==> src/rtl/regfile_wb_arbiter.sv <==
// regfile_wb_arbiter
// Shares the single RegFile write port between the pipeline writeback stage (P)
// and the multi-cycle mult/div unit (M). P has fixed priority, but M is
// force-granted once it has been held off for STARVE_LIMIT consecutive cycles.
// A 32-entry pending-write scoreboard tracks in-flight M ops so decode can
// stall on RAW hazards.
module regfile_wb_arbiter #(
    parameter int STARVE_LIMIT = 4,
    parameter int CNT_W        = 4
) (
    input  logic        clk,
    input  logic        rst_n,
    input  logic        p_valid,
    input  logic [4:0]  p_wa,
    input  logic [31:0] p_wd,
    output logic        p_ready,
    input  logic        m_valid,
    input  logic [4:0]  m_wa,
    input  logic [31:0] m_wd,
    output logic        m_ready,
    input  logic        m_issue,
    input  logic [4:0]  m_issue_wa,
    input  logic [4:0]  ra1,
    input  logic [4:0]  ra2,
    output logic        hazard,
    output logic [31:0] pending,
    output logic        rf_we,
    output logic [4:0]  rf_wa,
    output logic [31:0] rf_wd
);

    typedef enum logic [0:0] {
        P_PRI = 1'b0,
        M_PRI = 1'b1
    } state_t;

    localparam logic [CNT_W-1:0] LIMIT_C = CNT_W'(STARVE_LIMIT);

    state_t            state_r, state_s;
    logic [CNT_W-1:0]  cnt_r, cnt_s;
    logic              p_grant_s, m_grant_s;
    logic              xfer_s;
    logic [4:0]        xfer_wa_s;
    logic [31:0]       xfer_wd_s;
    logic [31:0]       pending_r, pending_s;
    logic              rf_we_r;
    logic [4:0]        rf_wa_r;
    logic [31:0]       rf_wd_r;

    // Arbitration: grant selection, starvation counter and priority-state update.
    always_comb begin
        state_s   = state_r;
        cnt_s     = cnt_r;
        p_grant_s = 1'b0;
        m_grant_s = 1'b0;
        case (state_r)
            P_PRI: begin
                if (p_valid) begin
                    p_grant_s = 1'b1;
                end else if (m_valid) begin
                    m_grant_s = 1'b1;
                end else begin
                    p_grant_s = 1'b0;
                end
                // Count only the cycles where M is waiting behind a P grant.
                if (m_valid && p_grant_s) begin
                    if (cnt_r < LIMIT_C) begin
                        cnt_s = cnt_r + CNT_W'(1);
                    end else begin
                        cnt_s = cnt_r;
                    end
                end else begin
                    cnt_s = {CNT_W{1'b0}};
                end
                if (cnt_s == LIMIT_C) begin
                    state_s = M_PRI;
                end else begin
                    state_s = P_PRI;
                end
            end
            M_PRI: begin
                // M wins if still requesting; either way priority returns to P.
                if (m_valid) begin
                    m_grant_s = 1'b1;
                end else if (p_valid) begin
                    p_grant_s = 1'b1;
                end else begin
                    m_grant_s = 1'b0;
                end
                cnt_s   = {CNT_W{1'b0}};
                state_s = P_PRI;
            end
            default: begin
                cnt_s   = {CNT_W{1'b0}};
                state_s = P_PRI;
            end
        endcase
    end

    // Write-port mux: selects the granted requester's address and data.
    always_comb begin
        xfer_s    = m_grant_s | p_grant_s;
        xfer_wa_s = 5'd0;
        xfer_wd_s = 32'd0;
        if (m_grant_s) begin
            xfer_wa_s = m_wa;
            xfer_wd_s = m_wd;
        end else if (p_grant_s) begin
            xfer_wa_s = p_wa;
            xfer_wd_s = p_wd;
        end else begin
            xfer_wa_s = rf_wa_r;
            xfer_wd_s = rf_wd_r;
        end
    end

    // Scoreboard next value: commit clears, issue sets afterwards so a newer op wins.
    always_comb begin
        pending_s = pending_r;
        if (m_grant_s) begin
            pending_s[m_wa] = 1'b0;
        end else begin
            pending_s = pending_r;
        end
        if (m_issue && (m_issue_wa != 5'd0)) begin
            pending_s[m_issue_wa] = 1'b1;
        end else begin
            pending_s = pending_s;
        end
        pending_s[0] = 1'b0;
    end

    // State, counter and scoreboard registers.
    always_ff @(posedge clk or negedge rst_n) begin
        if (!rst_n) begin
            state_r   <= P_PRI;
            cnt_r     <= {CNT_W{1'b0}};
            pending_r <= 32'd0;
        end else begin
            state_r   <= state_s;
            cnt_r     <= cnt_s;
            pending_r <= pending_s;
        end
    end

    // Registered RegFile write port; r0 writes are accepted but never enabled.
    always_ff @(posedge clk or negedge rst_n) begin
        if (!rst_n) begin
            rf_we_r <= 1'b0;
            rf_wa_r <= 5'd0;
            rf_wd_r <= 32'd0;
        end else begin
            rf_we_r <= xfer_s && (xfer_wa_s != 5'd0);
            rf_wa_r <= xfer_wa_s;
            rf_wd_r <= xfer_wd_s;
        end
    end

    assign p_ready = p_grant_s;
    assign m_ready = m_grant_s;
    assign hazard  = pending_r[ra1] | pending_r[ra2];
    assign pending = pending_r;
    assign rf_we   = rf_we_r;
    assign rf_wa   = rf_wa_r;
    assign rf_wd   = rf_wd_r;

endmodule

==> config.mk <==
export PLATFORM = sky130hd
export DESIGN_NAME = regfile_wb_arbiter
export DESIGN_NICKNAME = d
export VERILOG_FILES = /design/src/rtl/regfile_wb_arbiter.sv
export SDC_FILE = /design/constraint.sdc
export NUM_CORES = 1
export LEC_CHECK = 0
export ABC_AREA = 1
export BUFFER_PORTS_ARGS = -buffer_cell sky130_fd_sc_hd__buf_2
export CAP_MARGIN = 20
export CELL_PAD_IN_SITES_DETAIL_PLACEMENT = 0
export CELL_PAD_IN_SITES_GLOBAL_PLACEMENT = 1
export CORE_MARGIN = 2
export CORE_UTILIZATION = 31
export DETAILED_ROUTE_END_ITERATION = 12
export GPL_TIMING_DRIVEN = 0
export HOLD_SLACK_MARGIN = 0.06
export PLACE_DENSITY = 0.79
export SETUP_SLACK_MARGIN = 0.02
export SKIP_CTS_REPAIR_TIMING = 1
export SYNTH_ARGS = -nofsm -noshare
export SYNTH_HDL_FRONTEND = slang
export SYNTH_SLANG_ARGS = --single-unit
export TNS_END_PERCENT = 30
==> constraint.sdc <==
create_clock -name clk -period 1.32 [get_ports clk]
set_clock_uncertainty 0.05 [all_clocks]
set_input_delay 0.198 -clock clk [delete_from_list [all_inputs] [get_ports clk]]
set_output_delay 0.198 -clock clk [all_outputs]
set_load 0.05 [all_outputs]
; ---- Word level (Yosys, flattened, before mapping)
; Cells that the tools add are included.
[word_totals]
register_bits = 74
inputBits = 94
output_inout_bits = 73
wordCells = 56
[op_classes]
addsub = 1
order_cmp = 7
eq_ne = 1
mux = 27
n_bitwise = 6
n_reduce_logical = 8
[op_table]
columns = cell, n
row1 = $mux 32, 4
row2 = $and 32x32->32, 1
row3 = $not 32->32, 1
row4 = $or 32x32->32, 1
row5 = $lt 5x6->1 const B, 4
row6 = $mux 4, 3
row7 = $bmux 1 s5, 2
row8 = $demux 1 s5, 2
row9 = $ge 5x1->1 const B, 2
row10 = $mux 1, 10
row11 = $mux 5, 2
row12 = $reduce_bool 5->1, 2
row13 = $pmux 4 s2, 1
row14 = $pmux 1 s2, 3
row15 = $logic_and 1x1->1, 5
row16 = $add 4x1->4 const B, 1
row17 = $eq 4x3->1 const B, 1
row18 = $lt 4x3->1 const B, 1
row19 = $or 1x1->1, 2
row20 = $reduce_bool 2->1, 1
row21 = $not 1->1, 1

; ---- Depth between registers and ports, before layout
[depth]
depth_word = 9
ltp_mapped = 11
depth_no_buf = 10

; ---- Worst setup path after synthesis
; OpenSTA, ideal clock, no wires.
[synth_path]
kind = register to output
from = reg pending_r[7], in the netlist pending[7]
to = out hazard
arrival_time_ns = 1.450
required_ns = 1.072
slack_ns = -0.378
stages_incl_launch_ff = 9
cell_sequence = dfrtp_1 > inv_1 > nand2_1 > nand3_1 > nand3_1 > nand3_1 > nand3_1 > nand2_1 > nand2_1
[synth_via]
elab_chain_len = 3
[synth_rtl]
columns = item, line_no
row1 = start: declaration, 45  ; logic [31:0] pending_r, pending_s;
row2 = start signal: assignment, 142  ; pending_r <= pending_s;
row3 = $bmux 1 s5, 161  ; assign hazard = pending_r[ra1] | pending_r[ra2];
row4 = $mux 1 (not written as such), 161
row5 = $or 1x1->1 *, 161
row6 = end: declaration, 25  ; output logic hazard,
; Every way passes the cells marked *; elsewhere a longest branch is shown, timed or not. The select of a mux whose other input is x is not followed.

; ---- Worst setup path after layout
[layout_path]
from = reg pending_r[15], in the netlist pending[15]
to = out hazard
; The elaborated chain is that of the path after synthesis.

==> flow_results.xml <==
<?xml version="1.0" encoding="UTF-8"?>
<metrics>
  <group name="run_status">
    <metric name="run_status" unit="">complete, but fails checks</metric>
    <metric name="violated_checks" unit="">setup timing</metric>
  </group>
  <group name="final_layout">
    <metric name="fillers" unit="">1374</metric>
    <metric name="final_instance_area" unit="um^2">5810</metric>
    <metric name="final-seq-area" unit="um^2">1890</metric>
    <metric name="layout-area-overhead-vs-synth" unit="%">40.2</metric>
    <metric name="final-instance-count-excl-fill" unit="">921</metric>
    <metric name="drive_above_1_share" unit="">0.372</metric>
    <metric name="net_total_in_the_final_layout" unit="">834</metric>
    <metric name="multiInputGateArea" unit="um^2">2010</metric>
  </group>
  <group name="die">
    <metric name="die_area" unit="um^2">14300</metric>
    <metric name="die_h" unit="um">120</metric>
    <metric name="floorplan.initialDensity" unit="">0.315</metric>
    <metric name="core.rowCount" unit="">42</metric>
    <metric name="die_w" unit="um">120</metric>
    <metric name="core_region_area" unit="um^2">13100</metric>
    <metric name="num_io_pins" unit="">167</metric>
  </group>
  <group name="timing">
    <metric name="share_of_the_clock_period_used_by_the_worst_path_after_layout" unit="">1.35</metric>
    <metric name="unrepaired_setup_endpoints_after_global_routing" unit="">yes</metric>
    <metric name="maxClockFrequency" unit="MHz">563</metric>
    <metric name="final_period_minus_worst_setup_slack" unit="ps">1780</metric>
    <metric name="finalSetupViolations" unit="">68</metric>
    <metric name="number_of_failing_hold_endpoints_at_the_final_stage" unit="">0</metric>
    <metric name="final.setup.worst_slack" unit="ps">-458</metric>
    <metric name="drv_slew" unit="">0</metric>
  </group>
  <group name="synth">
    <metric name="syn-num-nets" unit="">652</metric>
    <metric name="synth_area_per_cell" unit="um^2">7.44</metric>
    <metric name="yosysMostFrequentCell" unit="">sky130_fd_sc_hd__nand2_1</metric>
    <metric name="post_synth_instance_area" unit="um^2">4140</metric>
    <metric name="number_of_flip_flops_and_latches_in_the_synthesized_netlist" unit="">74</metric>
    <metric name="part_of_the_yosys_area_used_for_sequential_elements" unit="">0.447</metric>
    <metric name="synthArstFlopShare" unit="">1.00</metric>
    <metric name="synth_cells" unit="">557</metric>
    <metric name="synth_enable_flop_cells" unit="">0</metric>
    <metric name="synth_area_leader_cell" unit="">sky130_fd_sc_hd__dfrtp_1</metric>
    <metric name="ys_top_cells_by_count" unit="">sky130_fd_sc_hd__nand2_1 (122), sky130_fd_sc_hd__o21ai_1 (87), sky130_fd_sc_hd__dfrtp_1 (74)</metric>
    <metric name="top_ff_cell_synth" unit="">sky130_fd_sc_hd__dfrtp_1</metric>
    <metric name="netlist-cell-type-count" unit="">31</metric>
    <metric name="yosysWarnings" unit="">0</metric>
    <metric name="synth_largest_type_area_fraction" unit="">0.447</metric>
    <metric name="ys_top_cells_by_area" unit="">sky130_fd_sc_hd__dfrtp_1 (45%), sky130_fd_sc_hd__nand2_1 (11%), sky130_fd_sc_hd__o21ai_1 (11%)</metric>
  </group>
  <group name="route">
    <metric name="post_drt_via_cell_ratio" unit="">4.83</metric>
    <metric name="avgRoutedWirePerCell" unit="um">14.7</metric>
    <metric name="route.vias.total" unit="">4448</metric>
    <metric name="drt_first_pass_iters" unit="">5</metric>
    <metric name="postRouteAntennaNets" unit="">0</metric>
    <metric name="wirelength" unit="mm">13.5</metric>
    <metric name="drcViolationCount" unit="">0</metric>
    <metric name="first_iter_violations" unit="">199</metric>
  </group>
  <group name="grt">
    <metric name="grt_max_degree" unit="">69</metric>
    <metric name="grt_pass1_vias" unit="">4361</metric>
    <metric name="grt_util_all_layers" unit="">0.193</metric>
    <metric name="grt_antenna_before_repair" unit="">0</metric>
    <metric name="globalRoute.totalOverflow" unit="">0</metric>
    <metric name="first_pass_grt_wire_length" unit="mm">21.8</metric>
  </group>
  <group name="setup_path">
    <metric name="cp.required" unit="ps">1070</metric>
    <metric name="crit_path_start_kind" unit="">flip-flop</metric>
    <metric name="crit_type" unit="">reg -&gt; out</metric>
    <metric name="crit_arrival" unit="ps">1530</metric>
    <metric name="critPathMaxFanout" unit="">4</metric>
    <metric name="endpoint_kind" unit="">output port</metric>
  </group>
  <group name="placement">
    <metric name="quantity_of_i_o_buffers_inserted_on_ports" unit="">161</metric>
    <metric name="finalWeightedCongestion" unit="">0.880</metric>
    <metric name="dp.final_hpwl" unit="mm">10.7</metric>
    <metric name="dpl.cell_count" unit="">895</metric>
    <metric name="cell_area_after_placement" unit="um^2">5250</metric>
    <metric name="place_worst_setup_slack" unit="ps">-425</metric>
  </group>
  <group name="power_and_ir_drop">
    <metric name="irDropWorstVdd" unit="V">0.000660</metric>
    <metric name="power_leakage" unit="nW">2.85</metric>
    <metric name="power_density_over_the_cells" unit="nW/um^2">1520</metric>
  </group>
  <group name="clocking">
    <metric name="cts_max_level" unit="">3</metric>
    <metric name="cts_root_buf" unit="">sky130_fd_sc_hd__clkbuf_16</metric>
    <metric name="clk_path_buf_depth" unit="">2</metric>
    <metric name="cts-buffers-inserted" unit="">9</metric>
    <metric name="insertion_delay" unit="ps">330</metric>
    <metric name="clock_sink_count" unit="">74</metric>
    <metric name="tritoncts" unit="">built</metric>
    <metric name="clk_transition_reported_paths" unit="ps">60</metric>
  </group>
  <group name="min_path">
    <metric name="holdCritPathClass" unit="">in -&gt; reg</metric>
  </group>
  <group name="flow_run">
    <metric name="timing.max_cap.violations" unit="">0</metric>
  </group>
</metrics>
## power breakdown
group	internal (mW)	total (mW)	switching, mW
combinational	0.867	3.18	2.31
clock	1.65	2.56	0.905
sequential	2.69	3.07	0.387
total	5.21	8.81	3.60
## worst max-delay path: stages, from the launching register on
cell and delay, ps:
sky130_fd_sc_hd__dfrtp_2 430, sky130_fd_sc_hd__or2_1 210, sky130_fd_sc_hd__nand2_1 70, sky130_fd_sc_hd__nand3_1 60, sky130_fd_sc_hd__nand3_1 90, sky130_fd_sc_hd__nand3_1 80, sky130_fd_sc_hd__nand2_2 80, sky130_fd_sc_hd__nand2_4 50
sky130_fd_sc_hd__buf_6 140
## path summary, 6_finish.rpt
check | start | to | slack (ps) | cells past startpoint
min in group asynchronous | rst_n | rf_wd[0]$_DFFE_PN0P_ | 180 | 2
max in group asynchronous | rst_n | pending[3]$_DFF_PN0_ | 460 | 3
worst max register to register | state_r$_DFF_PN0_ | rf_we$_DFF_PN0_ | -170 | 11
worst min register to register | rf_wd[18]$_DFFE_PN0P_ | rf_wd[18]$_DFFE_PN0P_ | 430 | 2
worst min-delay path | p_wd[29] | rf_wd[29]$_DFFE_PN0P_ | 70 | 3
worst max-delay path | pending[15]$_DFF_PN0_ | hazard | -460 | 8
## sequential cells by signal (all words and copies together) (netlist names)
signal / cells
rf_wa: 5
cnt_r: 4
state_r: 1
rf_we: 1
rf_wd: 32
pending: 31
## stage by stage
step | hold WS (ps) | power (mW) | setup TNS, ps | util
after floorplan | -148 | 5.19 | -126 | -
after global placement | 404 | 6.09 | -46890 | 0.397
after detailed placement | -20.1 | 6.15 | -9450 | 0.399
after CTS | -381 | 8.74 | -10650 | 0.423
after global routing | 61.7 | 9.29 | -12020 | 0.442
final | 73.0 | 8.81 | -5900 | 0.442
## kinds of logic after synthesis
| family | after synthesis | synth area share |
|---|---|---|
| xor gates and xnor gates | 1 | 0.00211 |
| adders and majority gates | 1 | 0.00302 |
| and+or+nand+nor | 259 | 0.289 |
| AOI/OAI and AO/OA | 134 | 0.168 |
| DFF | 74 | 0.447 |
| buffers and inverters | 87 | 0.0903 |
| other | 1 | 0.000905 |
## cell type report
cell class,count,area share
antenna,1,0.000431
buffer,22,0.0312
clock buffer,11,0.0401
clock inverter,5,0.0136
inverter,65,0.0446
multi-input combinational,396,0.346
sequential,74,0.325
tap,176,0.0379
timing repair buffer,171,0.161
## routing by layer
layer | vias up | wire length, um | track usage
met2 | 176 | 6420 | 0.322
met3 | 15 | 1090 | 0.0485
met5 | - | 0 | 0
li1 | 2190 | - | -
met1 | 2067 | 5770 | 0.237
met4 | 0 | 216 | 0.0809
## placed cells by master (no fill, tap or decap), drive strengths merged
master       count
a21oi            1
buf            189
bufinv           2
clkbuf          14
clkinv           3
conb             1
dfrtp           74
diode            1
dlygate4sd3      1
ha               1
inv             65
nand2          129
nand3           68
nand3b           2
nand4            1
nor2            47
nor3             8
nor4             1
o211ai           2
o21ai          128
o31ai            3
or2              3
xnor2            1
(Power assumes the default switching activity.)
